**config.mk**
```make
export PLATFORM = sky130hd
export DESIGN_NAME = counter_arbiter
export DESIGN_NICKNAME = d
export VERILOG_FILES = /design/src/rtl/counter_arbiter.sv
export SDC_FILE = /design/constraint.sdc
export NUM_CORES = 1
export LEC_CHECK = 0
export ABC_AREA = 1
export CORE_MARGIN = 4
export CORE_UTILIZATION = 42
export CTS_CLUSTER_DIAMETER = 150
export DETAILED_ROUTE_END_ITERATION = 7
export HOLD_SLACK_MARGIN = 0.1
export PLACE_DENSITY = 0.77
export SLEW_MARGIN = 20
export SYNTH_ARGS = -nofsm -noshare
export SYNTH_HDL_FRONTEND = slang
export SYNTH_SLANG_ARGS = --single-unit
```
**constraint.sdc**
```tcl
create_clock -name clk -period 4.5 [get_ports clk]
set_input_delay 1.125 -clock clk [delete_from_list [all_inputs] [get_ports clk]]
set_output_delay 1.125 -clock clk [all_outputs]
set_load 0.02 [all_outputs]
```
**src/rtl/counter_arbiter.sv**
```systemverilog
// counter_arbiter
//   Round-robin scheduler sharing one WIDTH-bit up-counter among N_REQ
//   requesters. The winner's length is latched at grant time. The counter then
//   runs from 0 to len-1, and a one-cycle done pulse is returned to the owner.
//   The next arbitration happens one IDLE cycle later.
//
// Ports
//   clk    : rising-edge clock
//   reset  : asynchronous, active-low reset
//   req    : per-requester request level, held until done or abandoned
//   len    : packed interval lengths, requester i at [i*WIDTH +: WIDTH]
//   grant  : one-hot current owner of the counter (all-zero when none)
//   value  : current counter value
//   busy   : high while an interval is running or completing
//   done   : one-cycle completion pulse to the owning requester
module counter_arbiter #(
  parameter int unsigned N_REQ = 4,
  parameter int unsigned WIDTH = 8
) (
  input  logic                     clk,
  input  logic                     reset,
  input  logic [N_REQ-1:0]         req,
  input  logic [N_REQ*WIDTH-1:0]   len,
  output logic [N_REQ-1:0]         grant,
  output logic [WIDTH-1:0]         value,
  output logic                     busy,
  output logic [N_REQ-1:0]         done
);

  localparam int unsigned IDX_W = (N_REQ > 1) ? $clog2(N_REQ) : 1;
  localparam logic [WIDTH-1:0] ONE = WIDTH'(1);

  typedef enum logic [1:0] {
    S_IDLE,
    S_RUN,
    S_DONE
  } state_e;

  state_e             state_q;
  logic [IDX_W-1:0]   owner_q;
  logic [IDX_W-1:0]   last_q;
  logic [WIDTH-1:0]   len_q;
  logic [WIDTH-1:0]   value_q;
  logic [N_REQ-1:0]   grant_q;
  logic [N_REQ-1:0]   done_q;
  logic               busy_q;

  logic               win_valid;
  logic [IDX_W-1:0]   win_idx;
  logic [WIDTH-1:0]   win_len;
  logic [IDX_W-1:0]   cand;

  function automatic logic [N_REQ-1:0] onehot(input logic [IDX_W-1:0] idx);
    logic [N_REQ-1:0] v;
    v      = '0;
    v[idx] = 1'b1;
    return v;
  endfunction

  // Round-robin search: the first requester found starting at last_grant+1
  // and wrapping around the requester set wins.
  always_comb begin
    win_valid = 1'b0;
    win_idx   = '0;
    cand      = '0;
    for (int unsigned k = 1; k <= N_REQ; k++) begin
      cand = IDX_W'((32'(last_q) + k) % N_REQ);
      if (!win_valid && req[cand]) begin
        win_valid = 1'b1;
        win_idx   = cand;
      end
    end
  end

  // Length of the winning requester, taken only while arbitrating.
  always_comb begin
    win_len = '0;
    for (int unsigned i = 0; i < N_REQ; i++) begin
      if (IDX_W'(i) == win_idx) begin
        win_len = len[i*WIDTH +: WIDTH];
      end
    end
  end

  always_ff @(posedge clk or negedge reset) begin
    if (!reset) begin
      state_q <= S_IDLE;
      owner_q <= '0;
      last_q  <= IDX_W'(N_REQ - 1);
      len_q   <= '0;
      value_q <= '0;
      grant_q <= '0;
      done_q  <= '0;
      busy_q  <= 1'b0;
    end else begin
      done_q <= '0;
      case (state_q)
        S_IDLE: begin
          if (win_valid) begin
            owner_q <= win_idx;
            len_q   <= win_len;
            value_q <= '0;
            busy_q  <= 1'b1;
            if (win_len != '0) begin
              state_q <= S_RUN;
              grant_q <= onehot(win_idx);
            end else begin
              // Zero-length interval: straight to completion, no RUN cycles.
              state_q <= S_DONE;
              grant_q <= '0;
              done_q  <= onehot(win_idx);
            end
          end
        end
        S_RUN: begin
          if (!req[owner_q]) begin
            // Abandoned by owner: no done pulse, value frozen, rotate past it.
            state_q <= S_IDLE;
            grant_q <= '0;
            busy_q  <= 1'b0;
            last_q  <= owner_q;
          end else if (value_q == len_q - ONE) begin
            state_q <= S_DONE;
            grant_q <= '0;
            done_q  <= onehot(owner_q);
          end else begin
            value_q <= value_q + ONE;
          end
        end
        S_DONE: begin
          state_q <= S_IDLE;
          busy_q  <= 1'b0;
          last_q  <= owner_q;
        end
        default: begin
          state_q <= S_IDLE;
          grant_q <= '0;
          busy_q  <= 1'b0;
        end
      endcase
    end
  end

  assign grant = grant_q;
  assign value = value_q;
  assign busy  = busy_q;
  assign done  = done_q;

endmodule

```
==> impl_metrics.tcl <==
set metrics [dict create \
    clkSinkCount 31 \
    grt_pass1_vias 2121 \
    synth-seq-area-share_pct 34.29 \
    rows 26 \
    regArea_um2 778.2 \
    final_area_um2 2957 \
    clk_latency_ns 0.28 \
    ant_nets 0 \
    cp-start-kind "input port" \
    initial_utilization_pct 43.88 \
    status "complete, no violations" \
    path_clk_slew_ns 0.06 \
    yosys_most_used_dff "dfrtp_1" \
    tritoncts.num_buffers 5 \
    mostFrequentLayoutCells "nand2_1 (82), clkdlybuf4s50_1 (54), nand3_1 (38)" \
    period_share_pct 75.40 \
    cp_num_buf_inv 3 \
    die_h_um 81.51 \
    viasPerCell 4.991 \
    drc 0 \
    synth_cell_types 29 \
    clockBufferDepth 2 \
    antenna_found_initial 0 \
    tns_ns 0 \
    crit_path_max_incr_delay_ns 0.52 \
    diodes 0 \
    hpwl_um 4417 \
    ir_drop_mv 0.4171 \
    yosys_register_bits 31 \
    relSlewSlack_pct 65.94 \
    post_cts_buffers 0 \
    ys_warn_count 0 \
    critPathRequiredTime_ns 4.67 \
    crit_chain "clkdlybuf4s50_1, nand2_1, nand2_2, nand2_2, nand2_2, inv_2, nand2_1, nand2_1, nand2_2, nand2_2, inv_2, nand2_2, or2_1, nand2_1, nand2_1, nor2_4, nand2_4, nand3b_1, nand2_1" \
    p_leak_nw 1.395 \
    powerDensity_nw_per_um2 758.6 \
    drt-total-wl_um 5481 \
    finalHoldViolations 0 \
    setup_viol 0 \
    crit_type "in2reg" \
    die_w_um 81.51 \
    hold_path_class "reg2reg" \
    postSynthAreaPerCell_um2 7.115 \
    maxSlewViolCount 0 \
    cts_resized 0 \
    synthCells 319 \
    synthesis.nets 359 \
    drv_cap 0 \
    critPathTopFamily "simple AND/OR/NAND/NOR gates" \
    synth_top_area_cell "dfrtp_1" \
    synth_enable_flop_cells 0 \
    io_buffer_count 54 \
    synth_area_um2 2270 \
    grt_max_degree 32 \
    dr_total_vias 2226 \
    async_reset_ff_share_pct 100.0 \
    finalWeightedCongestion 0.9048 \
    ys_top_cells_by_area "dfrtp_1 (32%), nand2_1 (14%), nand3_1 (8.4%)" \
    cts_max_level 2 \
    cp-end-kind "flop" \
    dp.cells 438 \
    fin_nets 415 \
    cts_hold_buffers 0 \
    stdcell_count 446 \
    nFillCells 473 \
    initialDrtViolationCount 146 \
    drive_gt1_share_pct 15.69 \
    ios 55 \
    cts_tree "done" \
    min_period_ns 3.393 \
    yosys.area.top_type_share_pct 31.97 \
    placed_area_um2 2856 \
    synthToLayoutAreaGrowth_pct 30.26 \
    first_pass_iters 4 \
    wl_per_cell_um 12.29 \
    grt_use_total_pct 18.10 \
    multi_input_area_um2 1291 \
    die_area_um2 6644 \
    grt_pass1_wl_um 9528 \
    finClkSkew_ns 0.004766 \
    core_area_um2 5172 \
    rsz0062_at_grt "no" \
    cp.arrival_ns 3.57 \
    root_buffer "clkbuf_8" \
    max_freq_mhz 294.7 \
    worst_slew_pin_slew_ns 0.5070 \
    cp_slowest_cell "clkdlybuf4s50_1" \
    path_max_fanout 20 \
    fin_hold_ws_ns 0.4834 \
    mostFrequentLayoutCell "nand2_1" \
    grt_overflow_total 0 \
]
stage by stage:
step | total power [mW] | setup slack (ns) | utilization (%)
4_1_cts | 2.257 | 1.111 | 57.16
5_1_grt | 2.478 | 0.8359 | 57.16
3_5_place_dp | 2.009 | 0.8213 | 55.23
3_3_place_gp | 1.972 | 0.9001 | 55.23
2_1_floorplan | 1.736 | 1.825 | -
6_report | 2.243 | 1.107 | 57.16
cell families (layout without fill, tap and decap cells):
kind of cell | after synthesis | count (layout) | synth area share (%)
compound gates | 31 | 31 | 7.663
flops | 31 | 31 | 34.29
xor+xnor | 12 | 12 | 4.631
buf+inv | 44 | 101 | 8.820
simple gates | 199 | 199 | 43.50
fa+ha+maj | 2 | 2 | 1.102
layout make-up:
cell class | instances | area share, %
tap | 70 | 2.962
sequential | 31 | 26.32
timing repair buffer | 56 | 18.79
inverter | 37 | 4.867
clock buffer | 8 | 3.386
multi-input combinational | 244 | 43.67
worst min-delay path: stages (launching register included):
cell     delay, ns
dfrtp_1       0.34
nand2_1       0.05
nand2_1       0.05
report_power, final:
part / internal, mW / total, mW / leakage [nW] / switching [mW]
clock network: 0.139 / 0.240 / 0.0515 / 0.101
registers: 0.378 / 0.463 / 0.401 / 0.0854
logic: 0.512 / 1.54 / 0.942 / 1.03
total: 1.03 / 2.24 / 1.39 / 1.21
Yosys cell counts (6+ instances only):
library cell	count
nand3_2	8
nor3_1	6
a21oi_1	8
nand2_1	82
xor2_1	9
inv_1	30
nand3_1	38
inv_2	6
nor2_2	6
dfrtp_1	29
o21ai_0	18
nand2_2	16
nor2_1	28
layer usage:
| metal | global-route usage [%] | vias up | routed length, um |
|---|---|---|---|
| met5 | 0 | - | 0 |
| met4 | 6.757 | 0 | 104 |
| met3 | 3.618 | 9 | 354 |
| met2 | 30.21 | 75 | 2610 |
| met1 | 23.02 | 1005 | 2412 |
| li1 | - | 1137 | - |
path summary, 6_finish.rpt:
check,from,end,slack [ns],depth (start not counted)
max,req[2],grant[3],1.11,19
min,grant[0],grant[0],0.48,2
max reg2reg,last_q[0],grant[3],1.77,18
min reg2reg,grant[0],grant[0],0.48,2
max in group asynchronous,reset,last_q[1],2.95,2
min in group asynchronous,reset,value[4],1.23,2
state kept, by name, summed over array words and instances (netlist names):
name	count
busy	1
owner_q	2
len_q	8
state_q	2
value	8
last_q	2
done	4
grant	4
(Power assumes the default switching activity.)
